<file path="config.mk">
export PLATFORM = sky130hd
export DESIGN_NAME = gps_multi_sat_gen
export DESIGN_NICKNAME = d
export VERILOG_FILES = /design/src/rtl/gps_gen_pkg.sv /design/src/rtl/gps_gen_chan.sv /design/src/rtl/gps_multi_sat_gen.sv
export SDC_FILE = /design/constraint.sdc
export NUM_CORES = 1
export LEC_CHECK = 0
export CAP_MARGIN = 20
export CORE_AREA = 2 2 177 179
export DETAILED_ROUTE_END_ITERATION = 16
export DIE_AREA = 0 0 179 181
export GPL_TIMING_DRIVEN = 0
export PLACE_DENSITY = 0.92
export SLEW_MARGIN = 20
export SYNTH_ARGS = -nofsm -noshare
export SYNTH_HDL_FRONTEND = slang
export SYNTH_SLANG_ARGS = --single-unit
</file>
<file path="constraint.sdc">
create_clock -name clk_in -period 5.44 [get_ports clk_in]
set_input_delay 0.816 -clock clk_in [delete_from_list [all_inputs] [get_ports clk_in]]
set_output_delay 0.816 -clock clk_in [all_outputs]
set_load 0.05 [all_outputs]
</file>
<file path="src/rtl/gps_gen_pkg.sv">
// Shared definitions for the multi-channel GPS L1 C/A generator:
// Gold code seeds, G2 phase-selector tap table, FSM states and noise LFSR constants.
package gps_gen_pkg;

  localparam logic [9:0]  GOLD_INIT  = 10'h3FF;
  localparam logic [15:0] LFSR_SEED  = 16'hACE1;
  // Right-shifting Galois form of x^16 + x^14 + x^13 + x^11 + 1
  localparam logic [15:0] LFSR_POLY  = 16'hB400;
  localparam logic [9:0]  CHIP_LAST  = 10'd1022;

  typedef enum logic [1:0] {
    ST_IDLE,
    ST_SEEK,
    ST_RUN
  } genState_t;

  // G2 output taps for PRN 1..32 (index = PRN-1), returned as zero-based
  // register positions {tapA, tapB}; stage k of the shift register lives at bit k-1.
  function automatic logic [7:0] g2TapPair(input logic [4:0] prnIdx);
    logic [3:0] a;
    logic [3:0] b;
    case (prnIdx)
      5'd0:  begin a = 4'd2; b = 4'd6;  end
      5'd1:  begin a = 4'd3; b = 4'd7;  end
      5'd2:  begin a = 4'd4; b = 4'd8;  end
      5'd3:  begin a = 4'd5; b = 4'd9;  end
      5'd4:  begin a = 4'd1; b = 4'd9;  end
      5'd5:  begin a = 4'd2; b = 4'd10; end
      5'd6:  begin a = 4'd1; b = 4'd8;  end
      5'd7:  begin a = 4'd2; b = 4'd9;  end
      5'd8:  begin a = 4'd3; b = 4'd10; end
      5'd9:  begin a = 4'd2; b = 4'd3;  end
      5'd10: begin a = 4'd3; b = 4'd4;  end
      5'd11: begin a = 4'd5; b = 4'd6;  end
      5'd12: begin a = 4'd6; b = 4'd7;  end
      5'd13: begin a = 4'd7; b = 4'd8;  end
      5'd14: begin a = 4'd8; b = 4'd9;  end
      5'd15: begin a = 4'd9; b = 4'd10; end
      5'd16: begin a = 4'd1; b = 4'd4;  end
      5'd17: begin a = 4'd2; b = 4'd5;  end
      5'd18: begin a = 4'd3; b = 4'd6;  end
      5'd19: begin a = 4'd4; b = 4'd7;  end
      5'd20: begin a = 4'd5; b = 4'd8;  end
      5'd21: begin a = 4'd6; b = 4'd9;  end
      5'd22: begin a = 4'd1; b = 4'd3;  end
      5'd23: begin a = 4'd4; b = 4'd6;  end
      5'd24: begin a = 4'd5; b = 4'd7;  end
      5'd25: begin a = 4'd6; b = 4'd8;  end
      5'd26: begin a = 4'd7; b = 4'd9;  end
      5'd27: begin a = 4'd8; b = 4'd10; end
      5'd28: begin a = 4'd1; b = 4'd6;  end
      5'd29: begin a = 4'd2; b = 4'd7;  end
      5'd30: begin a = 4'd3; b = 4'd8;  end
      default: begin a = 4'd4; b = 4'd9; end
    endcase
    return {a - 4'd1, b - 4'd1};
  endfunction

endpackage

</file>
<file path="src/rtl/gps_gen_chan.sv">
// One satellite channel: latched PRN/phase/enable, G1/G2 Gold code LFSRs with a
// seek counter, carrier NCO with signed Doppler, and the BPSK +/-1 output term.
module gps_gen_chan #(
  parameter int PH_W  = 10,
  parameter int DOP_W = 8,
  parameter int NCO_W = 16,
  parameter logic [NCO_W-1:0] IF_INC = NCO_W'(16'h4000)
) (
  input  logic              i_clk,
  input  logic              i_rst,
  input  logic              i_clr,
  input  logic              i_load,
  input  logic              i_en,
  input  logic [4:0]        i_prn,
  input  logic [PH_W-1:0]   i_caPhase,
  input  logic              i_seek,
  input  logic              i_chipStep,
  input  logic              i_ncoRun,
  input  logic [DOP_W-1:0]  i_doppler,
  input  logic              i_msg,
  output logic              o_seekDone,
  output logic signed [1:0] o_term
);
  import gps_gen_pkg::*;

  logic             r_en;
  logic [4:0]       r_prn;
  logic [PH_W-1:0]  r_caPhase;
  logic [9:0]       r_g1;
  logic [9:0]       r_g2;
  logic [PH_W-1:0]  r_seekCnt;
  logic [NCO_W-1:0] r_ncoPhase;

  logic [7:0]       w_taps;
  logic [3:0]       w_tapA;
  logic [3:0]       w_tapB;
  logic [9:0]       w_g1Next;
  logic [9:0]       w_g2Next;
  logic             w_seekStep;
  logic             w_codeStep;
  logic [NCO_W-1:0] w_ncoInc;
  logic             w_chip;
  logic             w_bit;

  assign w_taps   = g2TapPair(r_prn);
  assign w_tapA   = w_taps[7:4];
  assign w_tapB   = w_taps[3:0];
  // G1 = 1 + x^3 + x^10, G2 = 1 + x^2 + x^3 + x^6 + x^8 + x^9 + x^10
  assign w_g1Next = {r_g1[8:0], r_g1[2] ^ r_g1[9]};
  assign w_g2Next = {r_g2[8:0], r_g2[1] ^ r_g2[2] ^ r_g2[5] ^ r_g2[7] ^ r_g2[8] ^ r_g2[9]};

  assign w_seekStep = i_seek & r_en & (r_seekCnt < r_caPhase);
  assign w_codeStep = w_seekStep | (i_chipStep & r_en);
  assign w_ncoInc   = NCO_W'(signed'(i_doppler)) + IF_INC;

  assign o_seekDone = ~r_en | (r_seekCnt == r_caPhase);

  // Capture the channel configuration when a start is accepted
  always_ff @(posedge i_clk) begin
    if (i_rst) begin
      r_en      <= 1'b0;
      r_prn     <= '0;
      r_caPhase <= '0;
    end else if (i_load) begin
      r_en      <= i_en;
      r_prn     <= i_prn;
      r_caPhase <= i_caPhase;
    end
  end

  // Gold code registers and seek counter; held at the seed while idle
  always_ff @(posedge i_clk) begin
    if (i_rst || i_clr) begin
      r_g1      <= GOLD_INIT;
      r_g2      <= GOLD_INIT;
      r_seekCnt <= '0;
    end else begin
      if (w_codeStep) begin
        r_g1 <= w_g1Next;
        r_g2 <= w_g2Next;
      end
      if (w_seekStep) begin
        r_seekCnt <= r_seekCnt + 1'b1;
      end
    end
  end

  // Carrier NCO advances only while running, otherwise parked at phase 0
  always_ff @(posedge i_clk) begin
    if (i_rst || !i_ncoRun) begin
      r_ncoPhase <= '0;
    end else begin
      r_ncoPhase <= r_ncoPhase + w_ncoInc;
    end
  end

  // BPSK of chip, data bit and carrier sign into a +/-1 term (0 when disabled)
  always_comb begin
    w_chip = r_g1[9] ^ r_g2[w_tapA] ^ r_g2[w_tapB];
    w_bit  = w_chip ^ i_msg ^ r_ncoPhase[NCO_W-1];
    o_term = 2'sb00;
    if (r_en) begin
      o_term = w_bit ? 2'sb11 : 2'sb01;
    end
  end

endmodule

</file>
<file path="src/rtl/gps_multi_sat_gen.sv">
// Multi-channel GPS L1 C/A baseband generator: control FSM, chip divider/index,
// channel adder and registered signed output.
// Optional feature macro: GPS_GEN_NOISE_EN adds a +/-1 term from a 16-bit Galois LFSR.
module gps_multi_sat_gen #(
  parameter int N_CH     = 4,
  parameter int PH_W     = 10,
  parameter int DOP_W    = 8,
  parameter int NCO_W    = 16,
  parameter logic [NCO_W-1:0] IF_INC = NCO_W'(16'h4000),
  parameter int CHIP_DIV = 4,
  localparam int SUM_W   = $clog2(N_CH + 1) + 2
) (
  input  logic                    clk_in,
  input  logic                    rst_in,
  input  logic                    start_in,
  input  logic                    stop_in,
  input  logic [N_CH-1:0]         ch_en_in,
  input  logic [5*N_CH-1:0]       n_sat_in,
  input  logic [PH_W*N_CH-1:0]    ca_phase_in,
  input  logic [DOP_W*N_CH-1:0]   doppler_in,
  input  logic [N_CH-1:0]         msg_in,
  input  logic                    noise_off_in,
  output logic                    busy_out,
  output logic                    seek_done_out,
  output logic                    chip_strobe_out,
  output logic                    epoch_out,
  output logic signed [SUM_W-1:0] signal_out
);
  import gps_gen_pkg::*;

  localparam int DIV_W = $clog2(CHIP_DIV);
  localparam logic [DIV_W-1:0] DIV_LAST = DIV_W'(CHIP_DIV - 1);

  genState_t              r_state;
  genState_t              w_nextState;
  logic [DIV_W-1:0]       r_div;
  logic [9:0]             r_chipIdx;
  logic signed [SUM_W-1:0] r_sum;
  logic signed [SUM_W-1:0] w_sum;
  logic                   w_startAcc;
  logic                   w_chipStep;
  logic [N_CH-1:0]        w_chanDone;
  logic                   w_allDone;
  logic signed [1:0]      w_term [N_CH];

  assign w_allDone       = &w_chanDone;
  assign w_chipStep      = (r_state == ST_RUN) && (r_div == DIV_LAST);
  assign chip_strobe_out = w_chipStep;
  assign epoch_out       = w_chipStep && (r_chipIdx == CHIP_LAST);
  assign signal_out      = r_sum;

  // FSM state register
  always_ff @(posedge clk_in) begin
    if (rst_in) begin
      r_state <= ST_IDLE;
    end else begin
      r_state <= w_nextState;
    end
  end

  // FSM next state and status outputs; stop always wins over start
  always_comb begin
    w_nextState   = r_state;
    w_startAcc    = 1'b0;
    busy_out      = 1'b0;
    seek_done_out = 1'b0;
    case (r_state)
      ST_IDLE: begin
        if (start_in && !stop_in) begin
          w_startAcc  = 1'b1;
          w_nextState = ST_SEEK;
        end
      end
      ST_SEEK: begin
        busy_out = 1'b1;
        if (stop_in) begin
          w_nextState = ST_IDLE;
        end else if (w_allDone) begin
          seek_done_out = 1'b1;
          w_nextState   = ST_RUN;
        end
      end
      ST_RUN: begin
        busy_out = 1'b1;
        if (stop_in) begin
          w_nextState = ST_IDLE;
        end
      end
      default: w_nextState = ST_IDLE;
    endcase
  end

  // Chip divider and chip index, both restart from 0 on every RUN entry
  always_ff @(posedge clk_in) begin
    if (rst_in || r_state != ST_RUN) begin
      r_div     <= '0;
      r_chipIdx <= '0;
    end else if (r_div == DIV_LAST) begin
      r_div     <= '0;
      r_chipIdx <= (r_chipIdx == CHIP_LAST) ? 10'd0 : r_chipIdx + 10'd1;
    end else begin
      r_div <= r_div + 1'b1;
    end
  end

  for (genvar c = 0; c < N_CH; c++) begin : g_chan
    gps_gen_chan #(
      .PH_W   (PH_W),
      .DOP_W  (DOP_W),
      .NCO_W  (NCO_W),
      .IF_INC (IF_INC)
    ) u_chan (
      .i_clk      (clk_in),
      .i_rst      (rst_in),
      .i_clr      (r_state == ST_IDLE),
      .i_load     (w_startAcc),
      .i_en       (ch_en_in[c]),
      .i_prn      (n_sat_in[c*5 +: 5]),
      .i_caPhase  (ca_phase_in[c*PH_W +: PH_W]),
      .i_seek     (r_state == ST_SEEK),
      .i_chipStep (w_chipStep),
      .i_ncoRun   (r_state == ST_RUN),
      .i_doppler  (doppler_in[c*DOP_W +: DOP_W]),
      .i_msg      (msg_in[c]),
      .o_seekDone (w_chanDone[c]),
      .o_term     (w_term[c])
    );
  end

`ifdef GPS_GEN_NOISE_EN
  logic [15:0] r_lfsr;

  // Noise LFSR steps once per RUN clock and keeps its state between runs
  always_ff @(posedge clk_in) begin
    if (rst_in) begin
      r_lfsr <= LFSR_SEED;
    end else if (r_state == ST_RUN) begin
      r_lfsr <= (r_lfsr >> 1) ^ (r_lfsr[0] ? LFSR_POLY : 16'h0000);
    end
  end
`else
  logic w_unusedNoiseOff;
  assign w_unusedNoiseOff = noise_off_in;
`endif

  // Adder over all channel terms, plus the optional noise term
  always_comb begin
    w_sum = '0;
    for (int c = 0; c < N_CH; c++) begin
      w_sum = w_sum + SUM_W'(w_term[c]);
    end
`ifdef GPS_GEN_NOISE_EN
    if (!noise_off_in) begin
      w_sum = r_lfsr[0] ? (w_sum - SUM_W'(1)) : (w_sum + SUM_W'(1));
    end
`endif
  end

  // Output register; forced to 0 unless RUN continues through this edge
  always_ff @(posedge clk_in) begin
    if (rst_in) begin
      r_sum <= '0;
    end else if (r_state == ST_RUN && w_nextState == ST_RUN) begin
      r_sum <= w_sum;
    end else begin
      r_sum <= '0;
    end
  end

endmodule
</file>
==> reports/metrics.cfg, run 1 <==
[power]
power_report.internal_total_uw=4100
swShare_pct=27.2
leakage_uw=0.00861
comb_power_share_pct=16.7
seq_power_share_pct=41.0
power_density_mw_per_mm2=267
p_switching_uw=1530
clkPwrFrac_pct=42.2
peakVddDrop_v=0.000221

[global_routing]
grt_usage_pct=28.4
overflow=0
grt_pass1_vias=16700
grt_max_degree=14
grt_pass1_wl_mm=76.8
grt_antenna_before_repair=3

[timing]
setup_slack_ns=0.971
finClkSkew_ns=0.0227
setup_viol=0
rsz0062_at_grt=no
maxSlewViolCount=0
hold_viol=0
slew-limit-headroom_pct=37.6
fin_crit_sh_pct=82.1
fin_crit_ns=4.47
worst_slew_pin_slew_ns=0.932
fmax_mhz=224
tns_ns=0

[placement]
pre_cts_slack_ns=0.944
dp_hpwl_mm=32.7
gp_congestion=0.894
io_buffer_count=112

[die]
core_area_sq_mm=0.0303
pin_count=114
floorplan.die_area_sq_mm=0.0324
die-height_microns=181
num_rows=64
die_w_microns=179
start_util_pct=60.4

[synth]
synth_area_leaders=dfxtp_1, ha_1, mux2i_1, nand2_1, nor2_1
synth_top_area_cell=dfxtp_1
avgSynthCellArea_sq_um=8.66
synth_seq_cells=299
synth_edf_count=0
synth_top_area_share_pct=32.7
syn_nets=2436
synth_ff_type=dfxtp_1
yosysUniqueCellTypes=77
synth-warning-count=0
yosysSeqAreaShare_pct=32.7
synth_area_sq_mm=0.0183
async_flop_share_pct=0
netlist_instances=2115

[cts]
cts_buffers=35
cts_sinks=299
cts-root-buf=clkbuf_16
clk_path_buf_depth=3
cts_resized=0
cts_hold_buf=0
htreeDepth=2
clkTransAtPathRegs_ns=0.06
clk_latency_ns=0.53
cts_tree=done
cts_setup_buffers=0

[detailed_routing]
ant_nets=0
totalWireLength_mm=46.2
vias=16400
drt_iter0_drc=1064
viasPerCell=6.10
wire_per_inst_microns=17.2
dr.pass1.iters=6
remaining_drc_errors=0

[final_layout]
final_util_pct=69.5
final-seq-area_sq_mm=0.00599
multiInputGateArea_sq_mm=0.0114
fillCellCount=2163
synthToLayoutAreaGrowth_pct=15.1
layout-drive-gt1-share_pct=6.42
layout.nets=2585

[worst_setup_path]
cp.required_ns=5.85
cpPeakStageDelay_ns=0.58
worstPathCellList=clkbuf_1 -> inv_1 -> ha_1 -> mux4_2 -> nand4b_1 -> nand2_1 -> a31o_2 -> xnor2_1 -> mux2_2 -> fa_1 -> inv_1 -> fa_1 -> ha_1 -> fa_1 -> xnor2_1 -> nor2_1
crit_path_max_fanout=7
crit_type=flop to flop
cp_slowest_cell=fa_1
cp.arrival_ns=4.88
cp_top_family=adder cells
path_buf_inv=3
r2r_cells=16
cp-start-kind=flop
endpoint_kind=flop
cp.depth=16
cpMostUsedCell=fa_1

[min_path]
hp-class=flop to flop
hold_depth=1

[run]
maxCapViolCount=0

[status]
status=complete, no violations

==> kinds of logic (layout without fill, tap and decap cells) <==
family                     Yosys count  count (layout)  synth area share (%)
AOI/OAI and AO/OA                  423             423                  14.9
other                                0               1                     0
muxes                              132             132                  8.61
DFF                                299             299                  32.7
and+or+nand+nor                    693             693                  17.8
adders and majority gates          223             223                  15.5
xor gates and xnor gates           107             107                  5.11
buffers and inverters              238             413                  5.36
==> worst paths after layout <==
kind                             from                        to  slack, ns
setup / recovery                 flop  signal_out[3]$_SDFF_PP0_       0.97
hold / removal    r_div[0]$_SDFF_PP0_       r_div[0]$_SDFF_PP0_       0.44
setup reg to reg                 flop  signal_out[3]$_SDFF_PP0_       0.97
hold reg to reg   r_div[0]$_SDFF_PP0_       r_div[0]$_SDFF_PP0_       0.44
==> power by group through the flow <==
stage | clock network, uW | logic (uW) | registers (uW)
after floorplan | 0 | 654 | 2340
after global placement | 0 | 867 | 2360
after detailed placement | 0 | 911 | 2360
after CTS | 2400 | 927 | 2310
after global routing | 2490 | 1030 | 2320
final | 2380 | 943 | 2310
==> cell type report <==
class / instances / share of cell area, %
multi-input cells: 1578 / 53.8
inverters: 139 / 2.47
clock buffers: 50 / 4.61
repair buffers: 112 / 5.31
clock inverters: 13 / 0.854
diodes: 1 / 0.0119
flip-flops and latches: 299 / 28.4
plain buffers: 99 / 2.18
well taps: 396 / 2.35
==> per-layer routing <==
metal	vias to the layer above	track usage [%]	part of all wire (%)	wire length, microns
met5	-	0	0.032	15
met4	2	12.6	4.2	1940
met3	166	5.66	7.2	3340
met2	653	51.0	50	22900
met1	7749	32.1	39	18000
li1	7818	-	-	-
==> through the flow <==
stage                     instance area [sq um]  hold WS [ns]  total power (uW)  std cells
after floorplan                           18300         0.404              3000       2115
after CTS                                 21100         0.445              5640       2686
final                                     21100         0.444              5640       2687
after global routing                      21100         0.470              5840       2686
after global placement                    19900         0.414              3220       2623
after detailed placement                  19900         0.428              3270       2623
==> layout by cell type, fill, tap and decap left out, drive strengths merged, types with 75 or more instances in the layout <==
master,netlist,final
inv,134,135
a21oi,143,143
clkbuf,59,109
nor2,195,195
mux2i,107,107
nand2,204,204
ha,207,207
clkdlybuf4s50,0,112
dfxtp,299,299
xnor2,75,75
==> cell usage after synthesis, types with 43 or more instances <==
| cell | n |
|---|---|
| mux2i_1 | 107 |
| nand2_1 | 204 |
| nor3_1 | 72 |
| o21ai_0 | 67 |
| clkbuf_1 | 59 |
| xnor2_1 | 75 |
| a21oi_1 | 143 |
| ha_1 | 207 |
| nor2_1 | 195 |
| nand3_1 | 43 |
| inv_1 | 122 |
| dfxtp_1 | 299 |
Note: power is estimated with default switching activity, not from simulation.
==> run 2, diff against run 1 <==
Clock period 5.44 ns to 4.15 ns, I/O delays scaled along.
==> reports/metrics.cfg, run 2 (same netlist as run 1, synthesis figures left out) <==
[status]
status=complete, no violations

[cts]
clk_latency_ns=0.53
clkTransAtPathRegs_ns=0.06
cts_buffers=35
htreeDepth=2
clk_path_buf_depth=3
cts_hold_buf=0
cts_tree=done
cts_sinks=299
cts-root-buf=clkbuf_16

[worst_setup_path]
reg2reg_to=signal_out[4]$_SDFF_PP0_
endpoint_kind=flop
cp.required_ns=4.61
r2r_setup_slack_ns=0.06
cp-start-kind=flop
cp.arrival_ns=4.54
crit_path_max_fanout=7
crit_type=flop to flop
r2r_cells=15

[die]
die-height_microns=181
core_area_sq_mm=0.0303
num_rows=64
die_w_microns=179
pin_count=114
start_util_pct=60.4
floorplan.die_area_sq_mm=0.0324

[timing]
fmax_mhz=245
fin_crit_ns=4.09
fin_crit_sh_pct=98.5
tns_ns=0
slew-limit-headroom_pct=36.8
setup_slack_ns=0.0635
hold_viol=0
finClkSkew_ns=0.0208
setup_viol=0
holdWs_ns=0.440
maxSlewViolCount=0
worst_slew_pin_slew_ns=0.945

[min_path]
hp-class=flop to flop
min_to=r_div[0]$_SDFF_PP0_
min_from=r_div[0]$_SDFF_PP0_
hold_depth=1

[placement]
io_buffer_count=112
placed_area_sq_mm=0.0199
dp_hpwl_mm=32.7
gp_congestion=0.894
pre_cts_slack_ns=-0.293

[final_layout]
layout_common_cells=dfxtp_1, nand2_1, ha_1
layout-drive-gt1-share_pct=7.30
layout.nets=2584
multiInputGateArea_sq_mm=0.0115
final-seq-area_sq_mm=0.00601
synthToLayoutAreaGrowth_pct=15.8
stdcell_area_sq_mm=0.0212
final_util_pct=69.9
layout_commonest_cell=dfxtp_1
fillCellCount=2146

[detailed_routing]
drt_iter0_drc=1008
totalWireLength_mm=46.4
ant_nets=0
viasPerCell=6.11
remaining_drc_errors=0
wire_per_inst_microns=17.3
dr.pass1.iters=5
vias=16400

[power]
leakage_uw=0.00863
power_density_mw_per_mm2=351
peakVddDrop_v=0.000291

[global_routing]
overflow=0
grt_pass1_vias=16600
grt_antenna_before_repair=3
grt_usage_pct=28.4
grt_pass1_wl_mm=76.8
grt_max_degree=14

[run]
maxCapViolCount=0

## run 2: power breakdown
group	internal [uW]	leakage (uW)	switching, uW
sequential	2960	0.00243	82.8
combinational	558	0.00564	717
clock	1890	0.000568	1230
total	5410	0.00863	2030
## run 2: through the flow
step / power, uW / std cells
after CTS: 7410 / 2683
final: 7440 / 2686
after global placement: 4220 / 2623
after detailed placement: 4290 / 2623
after floorplan: 3930 / 2115
after global routing: 7710 / 2685
## run 2: cell type report
type,instances,share of cell area [%]
Clock inverter,13,0.849
Clock buffer,50,4.59
Multi-Input combinational cell,1578,54.0
Buffer,96,2.12
Sequential cell,299,28.3
Timing Repair Buffer,114,5.36
Tap cell,396,2.34
Inverter,139,2.46
Antenna cell,1,0.0118
## run 2: what timing repair did
item                                    in CTS  in global routing
pin swaps                                    0                  3
endpoints found under the setup margin       3                  3
resized for setup                           14                 10
buffers inserted                             0                  2
## run 2: how the worst max path moves through the flow
stage / startpoint / to / slack (ns) / cells after the start
after global placement: flop / signal_out[4]$_SDFF_PP0_ / -0.20 / 16
after CTS: flop / signal_out[3]$_SDFF_PP0_ / 0.02 / 15
after detailed placement: flop / signal_out[4]$_SDFF_PP0_ / -0.29 / 17
after global routing: flop / signal_out[4]$_SDFF_PP0_ / -0.1 / 15
after floorplan: flop / signal_out[4]$_SDFF_PP0_ / 0.1 / 16
final: flop / signal_out[4]$_SDFF_PP0_ / 0.06 / 15
## run 2: critical path: stages (launching register included)
cell	delay, ns
dfxtp_4	0.39
inv_1	0.08
ha_4	0.28
mux4_2	0.30
nand4b_1	0.12
nand2_1	0.07
a31o_2	0.24
xnor2_2	0.16
mux2_2	0.37
fa_1	0.54
inv_1	0.09
fa_2	0.64
ha_4	0.23
a2111oi_2	0.32
a21oi_1	0.09
nor2_1	0.11
## run 2: layer usage
| layer | up-vias | GRT usage [%] | share of wire, % |
|---|---|---|---|
| li1 | 7818 | - | - |
| met1 | 7737 | 32.1 | 39 |
| met2 | 698 | 50.9 | 50 |
| met3 | 153 | 5.58 | 7.2 |
| met4 | 2 | 12.8 | 4.1 |
| met5 | - | 0 | 0.032 |
